===== config.mk =====
export PLATFORM = sky130hd
export DESIGN_NAME = read_reorder_buffer_flat
export DESIGN_NICKNAME = d
export VERILOG_FILES = /design/src/rtl/read_reorder_buffer_if.sv /design/src/rtl/read_reorder_buffer.sv /design/src/flat_wrapper.sv
export SDC_FILE = /design/constraint.sdc
export NUM_CORES = 1
export LEC_CHECK = 0
export CAP_MARGIN = 20
export CORE_MARGIN = 1
export CORE_UTILIZATION = 50
export DETAILED_ROUTE_END_ITERATION = 8
export MAX_ROUTING_LAYER = met4
export PLACE_DENSITY = 0.71
export SETUP_SLACK_MARGIN = 0.15
export SYNTH_ARGS = -nofsm -noshare
export SYNTH_HDL_FRONTEND = slang
export SYNTH_SLANG_ARGS = --single-unit

===== constraint.sdc =====
create_clock -name clk -period 4.8 [get_ports clk]
set_input_delay 1.2 -clock clk [delete_from_list [all_inputs] [get_ports clk]]
set_output_delay 1.2 -clock clk [all_outputs]
set_load 0.05 [all_outputs]

===== src/rtl/read_reorder_buffer_if.sv =====
// Bundles the alloc, fill, AXI R and error signals of the read reorder buffer.
// The master modport belongs to the surrounding read path; the slave modport belongs to the buffer.
`ifndef AXI_DATA_WIDTH
`define AXI_DATA_WIDTH 32
`endif
`ifndef TID_WIDTH
`define TID_WIDTH 3
`endif
`ifndef AXI_ID_WIDTH
`define AXI_ID_WIDTH 4
`endif

interface read_reorder_buffer_if #(
   parameter int DATA_WIDTH = `AXI_DATA_WIDTH,
   parameter int TID_WIDTH  = `TID_WIDTH,
   parameter int ID_WIDTH   = `AXI_ID_WIDTH
);
   logic                            alloc_valid_i;
   logic                            alloc_ready_o;
   logic [ID_WIDTH-1:0]             alloc_id_i;
   logic [TID_WIDTH-1:0]            alloc_tid_o;
   logic                            hit_wen_i;
   logic [DATA_WIDTH+TID_WIDTH-1:0] hit_wdata_i;
   logic                            write_en_i;
   logic [DATA_WIDTH+TID_WIDTH-1:0] wdata_i;
   logic                            full_o;
   logic                            rvalid_o;
   logic                            rready_i;
   logic [DATA_WIDTH-1:0]           rdata_o;
   logic [ID_WIDTH-1:0]             rid_o;
   logic [1:0]                      rresp_o;
   logic                            rlast_o;
   logic                            err_o;

   modport master (
      output alloc_valid_i, alloc_id_i, hit_wen_i, hit_wdata_i, write_en_i, wdata_i, rready_i,
      input  alloc_ready_o, alloc_tid_o, full_o, rvalid_o, rdata_o, rid_o, rresp_o, rlast_o, err_o
   );

   modport slave (
      input  alloc_valid_i, alloc_id_i, hit_wen_i, hit_wdata_i, write_en_i, wdata_i, rready_i,
      output alloc_ready_o, alloc_tid_o, full_o, rvalid_o, rdata_o, rid_o, rresp_o, rlast_o, err_o
   );
endinterface


===== src/rtl/read_reorder_buffer.sv =====
// In-order read response buffer: TIDs are allocated in order, filled out of order, returned on AXI R in order.
// Define ROB_ERR_CHECK_EN to drop fills to unallocated or already-filled entries and flag them on err_o.
`ifndef AXI_DATA_WIDTH
`define AXI_DATA_WIDTH 32
`endif
`ifndef TID_WIDTH
`define TID_WIDTH 3
`endif
`ifndef AXI_ID_WIDTH
`define AXI_ID_WIDTH 4
`endif

module read_reorder_buffer #(
   parameter int DATA_WIDTH = `AXI_DATA_WIDTH,
   parameter int TID_WIDTH  = `TID_WIDTH,
   parameter int ID_WIDTH   = `AXI_ID_WIDTH
) (
   input logic                  clk,
   input logic                  rst_n,
   read_reorder_buffer_if.slave bus
);
   localparam int DEPTH  = 1 << TID_WIDTH;
   localparam int WORD_W = DATA_WIDTH + TID_WIDTH;

   typedef logic [TID_WIDTH-1:0]  tid_t;
   typedef logic [TID_WIDTH:0]    cnt_t;
   typedef logic [DATA_WIDTH-1:0] data_t;
   typedef logic [ID_WIDTH-1:0]   id_t;

   localparam cnt_t DEPTH_CNT = cnt_t'(DEPTH);

   tid_t             wr_ptr_q, wr_ptr_d, rd_ptr_q, rd_ptr_d;
   cnt_t             count_q, count_d;
   logic [DEPTH-1:0] valid_q, valid_d, done_q, done_d;
   data_t            data_q [DEPTH];
   data_t            data_d [DEPTH];
   id_t              id_q [DEPTH];
   id_t              id_d [DEPTH];
   logic             rvalid_q, rvalid_d;
   data_t            rdata_q, rdata_d;
   id_t              rid_q, rid_d;
   logic             err_q, err_d;

   logic             alloc_fire, retire_fire, fill_en, fill_ok;
   logic [WORD_W-1:0] fill_word;
   tid_t             fill_tid;

   // The hit path owns the fill port whenever it strobes, so the miss handler sees a busy port.
   assign bus.full_o        = bus.hit_wen_i;
   assign bus.alloc_ready_o = (count_q != DEPTH_CNT);
   assign bus.alloc_tid_o   = wr_ptr_q;
   assign bus.rvalid_o      = rvalid_q;
   assign bus.rdata_o       = rdata_q;
   assign bus.rid_o         = rid_q;
   assign bus.rresp_o       = 2'b00;
   assign bus.rlast_o       = 1'b1;
   assign bus.err_o         = err_q;

   always_comb begin
      // NOTE: every signal gets a default before any condition so no latch can be inferred.
      alloc_fire  = bus.alloc_valid_i & bus.alloc_ready_o;
      retire_fire = (!rvalid_q | bus.rready_i) & done_q[rd_ptr_q];
      fill_en     = bus.hit_wen_i | bus.write_en_i;
      fill_word   = bus.hit_wen_i ? bus.hit_wdata_i : bus.wdata_i;
      fill_tid    = fill_word[WORD_W-1 -: TID_WIDTH];
`ifdef ROB_ERR_CHECK_EN
      fill_ok = fill_en & valid_q[fill_tid] & !done_q[fill_tid];
      err_d   = err_q | (fill_en & !fill_ok);
`else
      fill_ok = fill_en;
      err_d   = 1'b0;
`endif
      wr_ptr_d = wr_ptr_q;
      rd_ptr_d = rd_ptr_q;
      valid_d  = valid_q;
      done_d   = done_q;
      data_d   = data_q;
      id_d     = id_q;
      rvalid_d = rvalid_q;
      rdata_d  = rdata_q;
      rid_d    = rid_q;
      count_d  = count_q + cnt_t'(alloc_fire) - cnt_t'(retire_fire);

      if (retire_fire) begin
         rvalid_d           = 1'b1;
         rdata_d            = data_q[rd_ptr_q];
         rid_d              = id_q[rd_ptr_q];
         valid_d[rd_ptr_q]  = 1'b0;
         done_d[rd_ptr_q]   = 1'b0;
         rd_ptr_d           = rd_ptr_q + tid_t'(1);
      end else if (rvalid_q && bus.rready_i) begin
         rvalid_d = 1'b0;
      end

      if (alloc_fire) begin
         valid_d[wr_ptr_q] = 1'b1;
         id_d[wr_ptr_q]    = bus.alloc_id_i;
         wr_ptr_d          = wr_ptr_q + tid_t'(1);
      end

      if (fill_ok) begin
         data_d[fill_tid] = fill_word[DATA_WIDTH-1:0];
         done_d[fill_tid] = 1'b1;
      end
   end

   // NOTE: sequential state uses non-blocking assignments so all flops update together at the edge.
   always_ff @(posedge clk) begin
      if (!rst_n) begin
         wr_ptr_q <= '0;
         rd_ptr_q <= '0;
         count_q  <= '0;
         valid_q  <= '0;
         done_q   <= '0;
         rvalid_q <= 1'b0;
         rdata_q  <= '0;
         rid_q    <= '0;
         err_q    <= 1'b0;
      end else begin
         wr_ptr_q <= wr_ptr_d;
         rd_ptr_q <= rd_ptr_d;
         count_q  <= count_d;
         valid_q  <= valid_d;
         done_q   <= done_d;
         rvalid_q <= rvalid_d;
         rdata_q  <= rdata_d;
         rid_q    <= rid_d;
         err_q    <= err_d;
      end
   end

   // NOTE: payload storage has no reset; an entry is only read after valid/done say it was written.
   always_ff @(posedge clk) begin
      data_q <= data_d;
      id_q   <= id_d;
   end
endmodule

===== src/flat_wrapper.sv =====
// flat-port wrapper written by rule: the top's interface ports become plain ports
module read_reorder_buffer_flat 
#(
   parameter int DATA_WIDTH = `AXI_DATA_WIDTH,
   parameter int TID_WIDTH  = `TID_WIDTH,
   parameter int ID_WIDTH   = `AXI_ID_WIDTH
)
  (clk, rst_n, bus_alloc_valid_i, bus_alloc_id_i, bus_hit_wen_i, bus_hit_wdata_i, bus_write_en_i, bus_wdata_i, bus_rready_i, bus_alloc_ready_o, bus_alloc_tid_o, bus_full_o, bus_rvalid_o, bus_rdata_o, bus_rid_o, bus_rresp_o, bus_rlast_o, bus_err_o);
  read_reorder_buffer_if #(.DATA_WIDTH(DATA_WIDTH), .TID_WIDTH(TID_WIDTH), .ID_WIDTH(ID_WIDTH)) bus_i ();
  input logic clk;
  input logic rst_n;
  input wire logic [$bits(bus_i.alloc_valid_i)-1:0] bus_alloc_valid_i;
  input wire logic [$bits(bus_i.alloc_id_i)-1:0] bus_alloc_id_i;
  input wire logic [$bits(bus_i.hit_wen_i)-1:0] bus_hit_wen_i;
  input wire logic [$bits(bus_i.hit_wdata_i)-1:0] bus_hit_wdata_i;
  input wire logic [$bits(bus_i.write_en_i)-1:0] bus_write_en_i;
  input wire logic [$bits(bus_i.wdata_i)-1:0] bus_wdata_i;
  input wire logic [$bits(bus_i.rready_i)-1:0] bus_rready_i;
  output wire logic [$bits(bus_i.alloc_ready_o)-1:0] bus_alloc_ready_o;
  output wire logic [$bits(bus_i.alloc_tid_o)-1:0] bus_alloc_tid_o;
  output wire logic [$bits(bus_i.full_o)-1:0] bus_full_o;
  output wire logic [$bits(bus_i.rvalid_o)-1:0] bus_rvalid_o;
  output wire logic [$bits(bus_i.rdata_o)-1:0] bus_rdata_o;
  output wire logic [$bits(bus_i.rid_o)-1:0] bus_rid_o;
  output wire logic [$bits(bus_i.rresp_o)-1:0] bus_rresp_o;
  output wire logic [$bits(bus_i.rlast_o)-1:0] bus_rlast_o;
  output wire logic [$bits(bus_i.err_o)-1:0] bus_err_o;
  assign bus_i.alloc_valid_i = bus_alloc_valid_i;
  assign bus_i.alloc_id_i = bus_alloc_id_i;
  assign bus_i.hit_wen_i = bus_hit_wen_i;
  assign bus_i.hit_wdata_i = bus_hit_wdata_i;
  assign bus_i.write_en_i = bus_write_en_i;
  assign bus_i.wdata_i = bus_wdata_i;
  assign bus_i.rready_i = bus_rready_i;
  assign bus_alloc_ready_o = bus_i.alloc_ready_o;
  assign bus_alloc_tid_o = bus_i.alloc_tid_o;
  assign bus_full_o = bus_i.full_o;
  assign bus_rvalid_o = bus_i.rvalid_o;
  assign bus_rdata_o = bus_i.rdata_o;
  assign bus_rid_o = bus_i.rid_o;
  assign bus_rresp_o = bus_i.rresp_o;
  assign bus_rlast_o = bus_i.rlast_o;
  assign bus_err_o = bus_i.err_o;
  read_reorder_buffer #(.DATA_WIDTH(DATA_WIDTH), .TID_WIDTH(TID_WIDTH), .ID_WIDTH(ID_WIDTH)) u_core (.clk(clk), .rst_n(rst_n), .bus(bus_i));
endmodule

==> flow_summary_export.csv, run 1 <==
group,metric,value,unit
status,outcome,"complete, no violations",
yosys,synth_edf_count,288,
sta,finalCritPeriodShare,77.5,%
power_and_ir_drop,clkPwrFrac,38.6,%
power_and_ir_drop,swShare,21.9,%
yosys,synth.yosys.seq_area_share,70.6,%
layout,fill_cells,1967,
floorplan,core,27000,µm²
sta,setup_viol,0,
cts,clk_latency,0.51,ns
setup_path,max_stage_delay,0.90,ns
global_routing,met3_usage,2.75,%
power_and_ir_drop,p_leak,0.00531,µW
yosys,ys_ff_latch,343,
placement,hpwl,15600,µm
setup_path,end_kind,"output pin",
sta,relSlewSlack,30.7,%
cts,h-tree-depth,2,
global_routing,grt_pass1_vias,7503,
setup_path,path_class,"input port to output pin",
power_and_ir_drop,netSwitchingPower,1450,µW
yosys,synthArstFlopShare,0,%
global_routing,grt_pass1_wl,42200,µm
global_routing,grt_use_met1,27.5,%
yosys,synth_cells,807,
setup_path,start_kind,"input port",
yosys,yosysWarnings,0,
drt,finalWirelength,27100,µm
setup_path,path_max_fanout,24,
layout,drive_above_1_share,16.4,%
setup_path,crit_family,"buffers and inverters",
cts,cts_buffers,35,
sta,skew,0.0258,ns
floorplan,num_rows,60,
sta,hold_ws,0.460,ns
setup_path,crit_required,3.60,ns
global_routing,grt_remaining_overflow,0,
yosys,synth_area,13800,µm²
drt,wl_per_cell,20.9,µm
setup_path,crit_chain,"buf_2 -> clkdlybuf4s50_1",
worst_hold_path,min_path_type,"flip-flop to flip-flop",
global_routing,grt_max_degree,88,
sta,grt_setup_unrepaired,"false",
drt,drc,0,
setup_path,critPathArrivalTime,2.52,ns
floorplan,die_area,28300,µm²
sta,fin_setup_tns,0,ns
placement,io_buffers,121,
sta,clock.fmax,269,MHz
floorplan,die_h,168,µm
drt,num_vias,7472,
drt,drtIter0Drc,507,
layout,nets,1016,
power_and_ir_drop,peakVddDrop,0.205,mV
cts,clock-sinks,343,
power_and_ir_drop,p_int,5170,µW
yosys,avgSynthCellArea,17.1,µm²
cts,hold_buffers,0,
yosys,synthDistinctLibCells,43,
cts,clock_path_buffers,3,
setup_path,critPathSlowestCell,"clkdlybuf4s50_1",
global_routing,grt.total_usage,20.1,%
floorplan,start_util,51.1,%
cts,cts_tree,"yes",
run,cap_violations,0,
power_and_ir_drop,power_frac_comb,8.8,%
power_and_ir_drop,power.density,403,nW/µm²
setup_path,crit_buf_inv,2,
drt,drtAntennaViolNets,0,
sta,slew_violations,0,
floorplan,dieWidth,168,µm
cts,cts.clk_slew.worst_paths,0.05,ns
sta,hold_viol_final,0,
cts,root_buffer,"clkbuf_16",
drt,via_per_inst,5.77,
sta,finalCriticalPeriod,3.72,ns
yosys,synthFlopType,"edfxtp_1",
cts,cts_setup_buffers,0,
power_and_ir_drop,seq_power_share,52.6,%
placement,gp_congestion,0.752,
global_routing,busiest_layer,"met2",
layout,area_growth,18.9,%
global_routing,use_met2,31.8,%
sta,worst_pin_slew,1.04,ns
cts,cts_resized,0,
layout,num_antenna_cells,0,
global_routing,antenna_found_initial,0,
drt,firstDrtPassIters,5,
floorplan,io_pins,126,
-- cells by family (layout without fill, tap and decap cells) --
group	Yosys count	count (layout)	synth area share, %
compound gates	107	107	5.43
xor+xnor	3	3	0.190
fa+ha+maj	8	8	0.779
buf+inv	66	210	2.65
flops	343	343	70.6
mux	182	182	16.8
other cells	2	4	0.0544
simple gates	96	96	3.53
-- synthesized netlist by cell type (2+ instances only) --
master | instances | area share [%]
dfxtp_1 | 55 | 8.0
nor4b_1 | 3 | 0.19
nand2b_1 | 7 | 0.32
o22ai_1 | 2 | 0.091
nor3_1 | 3 | 0.11
and2_1 | 3 | 0.14
o21ai_0 | 9 | 0.33
ha_1 | 7 | 0.63
mux2i_1 | 110 | 8.0
nand3b_1 | 4 | 0.22
conb_1 | 2 | 0.054
o211ai_1 | 36 | 2.0
inv_1 | 8 | 0.22
nand3_1 | 4 | 0.14
clkbuf_1 | 22 | 0.60
buf_2 | 12 | 0.43
mux2_2 | 33 | 2.7
xor2_1 | 3 | 0.19
a22oi_1 | 44 | 2.4
buf_6 | 9 | 0.73
nor4bb_1 | 2 | 0.14
mux4_2 | 36 | 5.9
edfxtp_1 | 288 | 63
a21oi_1 | 12 | 0.43
buf_4 | 9 | 0.49
or2_2 | 2 | 0.091
buf_1 | 5 | 0.14
nand2_1 | 47 | 1.3
nor2_1 | 10 | 0.27
or3b_2 | 4 | 0.25
mux2_1 | 3 | 0.24
o22a_1 | 2 | 0.13
-- metal layers --
metal | vias up | wire (µm)
met5 | - | 0
met3 | 42 | 1440
met1 | 3775 | 12200
li1 | 3427 | -
met4 | 0 | 491
met2 | 228 | 13000
-- power by group through the flow --
| stage | logic (µW) | registers [µW] | clock network (µW) |
|---|---|---|---|
| 3_3_place_gp | 579 | 3540 | 0 |
| 4_1_cts | 589 | 3480 | 2610 |
| 5_1_grt | 633 | 3500 | 2720 |
| 2_1_floorplan | 344 | 3580 | 0 |
| 3_5_place_dp | 587 | 3550 | 0 |
| 6_report | 584 | 3480 | 2560 |
-- worst paths after layout --
path                                        startpoint  cells after the start                      to  slack (ns)
worst max-delay path                     bus_hit_wen_i                      2              bus_full_o        1.08
worst min-delay path            u_core.bus.rdata_o[23]                      2  u_core.bus.rdata_o[23]        0.46
worst max register to register      u_core.rd_ptr_q[0]                     11       u_core.count_q[2]        1.74
worst min register to register  u_core.bus.rdata_o[23]                      2  u_core.bus.rdata_o[23]        0.46
-- through the flow --
stage | std cells | cell area [µm²] | util (%) | worst slack, ns | total power (µW)
final | 1294 | 16400 | 60.8 | 1.08 | 6620
after CTS | 1294 | 16400 | 60.8 | 1.08 | 6680
after floorplan | 809 | 13800 | - | 0.982 | 3920
after global placement | 1231 | 15300 | 56.7 | 1.11 | 4120
after global routing | 1294 | 16400 | 60.8 | 1.04 | 6850
after detailed placement | 1232 | 15300 | 56.8 | 1.09 | 4130
-- sequential cells by signal, summed over array words and instances (netlist names), 3 cells and up --
register,flops
u_core.data_q,256
u_core.id_q,32
u_core.bus.alloc_tid_o,3
u_core.bus.rid_o,4
u_core.rd_ptr_q,3
u_core.done_q,8
u_core.count_q,4
u_core.bus.rdata_o,32
-- area by class of cell --
type | instances | area, µm² | share of cell area, %
flip-flops and latches | 343 | 9760 | 59.4
repair buffers | 139 | 1360 | 8.31
well taps | 341 | 427 | 2.60
clock buffers | 51 | 966 | 5.88
inverters | 9 | 36.3 | 0.221
multi-input cells | 400 | 3760 | 22.9
clock inverters | 11 | 109 | 0.663
-- cell usage in the layout (no fill, tap or decap), drive strengths merged, types with 20 or more instances in the layout --
| cell type | n |
|---|---|
| mux4 | 36 |
| dfxtp | 55 |
| edfxtp | 288 |
| clkdlybuf4s50 | 119 |
| a22oi | 44 |
| mux2i | 110 |
| o211ai | 36 |
| mux2 | 36 |
| buf | 20 |
| clkbuf | 51 |
| nand2 | 47 |
Note: power is estimated with default switching activity, not from simulation.
==> run 2, diff against run 1 <==
--- a/config.mk
+++ b/config.mk
@@ -10,7 +10,7 @@
 export CORE_UTILIZATION = 50
 export DETAILED_ROUTE_END_ITERATION = 8
 export MAX_ROUTING_LAYER = met4
-export PLACE_DENSITY = 0.71
+export PLACE_DENSITY = 0.74
 export SETUP_SLACK_MARGIN = 0.15
 export SYNTH_ARGS = -nofsm -noshare
 export SYNTH_HDL_FRONTEND = slang
==> constraint.sdc (replaced) <==
create_clock -name clk -period 3.25 [get_ports clk]
set_input_delay 0.8125 -clock clk [delete_from_list [all_inputs] [get_ports clk]]
set_output_delay 0.8125 -clock clk [all_outputs]
set_load 0.05 [all_outputs]
==> run 2 against run 1 <==
  * Register-to-register slack worse by 1.0 ns
  * Clock-buffer cell count down 2
  * Die area unchanged
  * Worst hold slack worse by 0.0031 ns
  * Combinational power up 54%
  * First-iteration DRC count up 5.1%
  * Sequential share of layout area down 0.45 points
  * Core utilization up 0.46 points
  * Routed wire length down 2.5%
  * Critical endpoint is now bus_alloc_ready_o
==> flow_summary_export.csv, run 2 (synthesis gave the netlist of run 1 again) <==
group,metric,value,unit
drt,firstDrtPassIters,4,
setup_path,crit_required,2.44,ns
drt,drc,0,
cts,clock_path_buffers,3,
layout,nets,1017,
floorplan,start_util,51.1,%
sta,clock.fmax,354,MHz
drt,finalWirelength,26400,µm
power_and_ir_drop,p_total,9830,µW
sta,finalCritPeriodShare,86.9,%
drt,via_per_inst,5.68,
run,cap_violations,0,
cts,hold_buffers,0,
sta,setup_slack,0.427,ns
floorplan,dieWidth,168,µm
layout,final_cell_mix,"edfxtp_1, clkdlybuf4s50_1, mux2i_1, dfxtp_1, nand2_1",
setup_path,path_max_fanout,5,
layout,final_common_cell,"edfxtp_1",
layout,stdcell_area,16500,µm²
setup_path,path_class,"flip-flop to output pin",
floorplan,die_area,28300,µm²
power_and_ir_drop,power.density,594,nW/µm²
global_routing,grt_pass1_vias,7436,
sta,relSlewSlack,34.5,%
global_routing,grt_pass1_wl,41300,µm
layout,fill_cells,1917,
global_routing,grt_remaining_overflow,0,
floorplan,core,27000,µm²
layout,area_growth,19.8,%
drt,drtAntennaViolNets,0,
sta,hold_viol_final,0,
placement,placed_area,15500,µm²
cts,clock-sinks,343,
worst_hold_path,min_path_type,"flip-flop to flip-flop",
layout,seqCellArea,9760,µm²
sta,worst_pin_slew,0.983,ns
floorplan,die_h,168,µm
sta,finalCriticalPeriod,2.82,ns
sta,skew,0.0180,ns
setup_path,end_kind,"output pin",
power_and_ir_drop,peakVddDrop,0.336,mV
global_routing,grt_max_degree,63,
placement,io_buffers,121,
cts,cts_tree,"yes",
drt,drtIter0Drc,533,
cts,clk_latency,0.51,ns
cts,root_buffer,"clkbuf_16",
layout,largest_reg_flops,256,
cts,cts_buffers,35,
setup_path,critPathArrivalTime,2.01,ns
placement,hpwl,15400,µm
sta,setup_viol,0,
global_routing,grt.total_usage,19.7,%
cts,cts.clk_slew.worst_paths,0.06,ns
layout,num_antenna_cells,0,
layout,multi_input_area,3760,µm²
sta,slew_violations,0,
floorplan,io_pins,126,
power_and_ir_drop,p_leak,0.00535,µW
placement,gp_congestion,0.738,
floorplan,num_rows,60,
global_routing,antenna_found_initial,0,
sta,grt_setup_unrepaired,"false",
layout,drive_above_1_share,16.6,%
placement,dp_slack,0.307,ns
status,outcome,"complete, no violations",
setup_path,start_kind,"flip-flop",
layout,largest_register,"u_core.data_q",
drt,wl_per_cell,20.4,µm
drt,num_vias,7357,
cts,h-tree-depth,2,
[run 2: changes by cell type in the layout (fill, tap and decap cells not counted), moves of 2 or more]
cell             before  now
clkbuf_1             13   11
buf_12                2   10
clkbuf_8              3    1
buf_4                17   11
clkinv_1              3    5
clkdlybuf4s50_1     119  117
clkbuf_16            35   37
[run 2: layout make-up]
cell class	instances	share of cell area [%]
Sequential cell	343	59.0
Multi-Input combinational cell	400	22.7
Timing Repair Buffer	140	8.87
Clock buffer	49	5.93
Tap cell	341	2.58
Clock inverter	13	0.696
Inverter	9	0.219
[run 2: worst paths after layout]
check / startpoint / end / slack [ns] / cells past startpoint
setup / recovery: u_core.count_q[2] / bus_alloc_ready_o / 0.43 / 4
hold / removal: u_core.bus.rdata_o[20] / u_core.bus.rdata_o[20] / 0.46 / 2
setup reg to reg: u_core.rd_ptr_q[0] / u_core.count_q[2] / 0.71 / 11
hold reg to reg: u_core.bus.rdata_o[20] / u_core.bus.rdata_o[20] / 0.46 / 2
[run 2: per-layer routing]
metal  GRT usage [%]  share of wire (%)
met1            25.2                 42
met2            32.7                 50
met3            2.91                5.5
met4            5.89                1.9
met5               -                  0
[run 2: report_power, final]
group,leakage [µW],internal [µW],switching (µW)
logic,0.00174,385,513
clock network,0.000533,2270,1540
registers,0.00307,5040,80.8
total,0.00535,7690,2140
[run 2: timing repair]
action / CTS / global route
endpoints found under the setup margin: 1 / 0
buffers inserted: 0 / 0
resized for setup: 1 / 0
endpoints found under the hold margin: 0 / 0
[run 2: worst max-delay path, cell delays in order, from the launching register on]
cell and delay [ns]:
dfxtp_1 0.30, inv_1 0.07, ha_1 0.14, or3b_2 0.53
dlygate4sd2_1 0.46
[run 2: stage by stage]
step	instances	utilization [%]	setup TNS, ns	hold WS, ns
finish	1295	61.2	0	0.456
global route	1295	61.2	0	0.473
CTS	1295	61.2	0	0.461
detailed placement	1233	57.2	0	0.452
global placement	1233	57.2	0	0.448
floorplan	809	-	-41.10	0.497
==> patch, RTL diff (flow settings as in run 1) <==
Change the macro `AXI_DATA_WIDTH` from 32 to 64.
--- a/src/rtl/read_reorder_buffer_if.sv
+++ b/src/rtl/read_reorder_buffer_if.sv
@@ -1,7 +1,7 @@
 // Bundles the alloc, fill, AXI R and error signals of the read reorder buffer.
 // The master modport belongs to the surrounding read path; the slave modport belongs to the buffer.
 `ifndef AXI_DATA_WIDTH
-`define AXI_DATA_WIDTH 32
+`define AXI_DATA_WIDTH 64
 `endif
 `ifndef TID_WIDTH
 `define TID_WIDTH 3
Ports: changed (resized bus_hit_wdata_i, bus_rdata_o and bus_wdata_i); port bits go from 126 to 222. The function was not compared with the original's and may differ.
==> patch against run 1 <==
  * Total power up 80%
  * Synthesized area up 81%
  * Setup slack better by 0.16 ns
  * Die area up 80%
  * Design area up 81%
  * Worst hold slack worse by 0.00074 ns
  * Wire length up 89%
  * Sequential cell count up 288
  * Largest cell class unchanged
  * Largest power group unchanged
==> patch: results (changes against run 1) <==
qor: pwr.power.share.switching 0.2188 [about the same]
qor: routing.routed_vias_inst 5.647 [-2.2%]
qor: pwr.ir_drop 0.2620 mV [+28%]
qor: cells_and_area.largest_register_ff_count 512 [+100%]
qor: cells_and_area.layout.clock.cell_area_share 0.06275 [-0.002706]
qor: routing.routedLengthMet1 22.00 mm [+81%]
qor: placed_design.numPlacedInstances 2,203 [+79%]
qor: logic_synthesis.post_synth_most_frequent_cells sky130_fd_sc_hd__edfxtp_1, sky130_fd_sc_hd__mux2i_1, sky130_fd_sc_hd__dfxtp_1
qor: cells_and_area.comb.multi_input.count 656 [+64%]
qor: routing.route.met3.wl 2.863 mm [+99%]
qor: grt.grt_max_degree 164 [+86%]
qor: sta.max_slew.worst_pin.slew 1.101 ns [+0.06156 ns]
qor: outcome.outcome finished clean
qor: cells_and_area.num-clock-buffers 89 [+75%]
qor: cells_and_area.multi_input_area_share 0.2153 [-0.01378]
qor: routing.met2_length 25.05 mm [+93%]
qor: logic_synthesis.synth.distinct_cells 44 [+2.3%]
qor: placed_design.placement.cell_area 27,900 sq um [+82%]
qor: cells_and_area.area_share_nonclk_buffers 0.08536 [+0.002303]
qor: logic_synthesis.netlist_instances 1,391 [+72%]
qor: cells_and_area.area.share.sequential 0.6076 [+0.01333]
qor: placed_design.dpl.hpwl 28.48 mm [+83%]
qor: grt.first_global_vias 13,277 [+77%]
qor: setup_path.crit_arrival 2.37 ns [-0.15 ns]
qor: cells_and_area.finish.utilization 0.6069 [-0.0006650]
-- patch: cell count changes after synthesis, moves of 24 or more --
cell / before / now
sky130_fd_sc_hd__clkbuf_1: 22 / 46
sky130_fd_sc_hd__dfxtp_1: 55 / 87
sky130_fd_sc_hd__edfxtp_1: 288 / 544
sky130_fd_sc_hd__nand2_1: 47 / 79
sky130_fd_sc_hd__o211ai_1: 36 / 68
sky130_fd_sc_hd__mux2_2: 33 / 65
sky130_fd_sc_hd__mux2i_1: 110 / 206
sky130_fd_sc_hd__a22oi_1: 44 / 76
sky130_fd_sc_hd__mux4_2: 36 / 68
-- patch: worst paths after layout --
path         slack, ns                                 from                             endpoint  cells past startpoint
min reg2reg       0.46  u_core.bus.rdata_o[54]$_SDFFE_PN0N_  u_core.bus.rdata_o[54]$_SDFFE_PN0N_                      2
max reg2reg       1.72      u_core.rd_ptr_q[0]$_SDFFE_PN0N_  u_core.bus.rdata_o[52]$_SDFFE_PN0N_                      5
max               1.23         u_core.count_q[2]$_SDFF_PN0_                    bus_alloc_ready_o                      4
min               0.46  u_core.bus.rdata_o[54]$_SDFFE_PN0N_  u_core.bus.rdata_o[54]$_SDFFE_PN0N_                      2
-- patch: power groups by stage --
stage	Sequential [mW]	Clock (mW)	Combinational [mW]
5_1_grt	6.41	4.78	1.08
4_1_cts	6.39	4.59	1.02
3_3_place_gp	6.49	0	0.983
3_5_place_dp	6.50	0	1.01
6_report	6.39	4.50	1.00
2_1_floorplan	6.59	0	0.536
-- patch: through the flow --
stage | worst slack, ns | hold slack (ns) | power (mW)
finish | 1.235 | 0.4588 | 11.89
CTS | 1.198 | 0.4627 | 11.99
global placement | 1.190 | 0.4487 | 7.470
floorplan | -0.7907 | 0.4972 | 7.124
global route | 1.156 | 0.4764 | 12.27
detailed placement | 1.164 | 0.4534 | 7.518
-- patch: cell families (layout without fill, tap and decap cells) --
family / after synthesis / count (layout) / share of synthesized area
buffers and inverters: 106 / 364 / 0.02195
AND/OR/NAND/NOR: 128 / 128 / 0.02435
multiplexers: 342 / 342 / 0.1747
flip-flops: 631 / 631 / 0.7240
other: 2 / 4 / 0.0003008
adder cells (fa/ha/maj): 8 / 8 / 0.004309
XOR/XNOR: 3 / 3 / 0.001053
AO/OA/AOI/OAI: 171 / 171 / 0.04931
-- patch: per-layer routing --
| metal | global-route usage | up-vias |
|---|---|---|
| li1 | - | 5971 |
| met1 | 0.2791 | 6614 |
| met2 | 0.3335 | 408 |
| met3 | 0.03403 | 80 |
| met4 | 0.05793 | 0 |
| met5 | - | - |
-- patch: tightest hold or removal path: cells and delay by family (launching register included) --
kind          cells  cell delay (ns)
flops             1             0.31
simple gates      1             0.05
mux               1             0.05
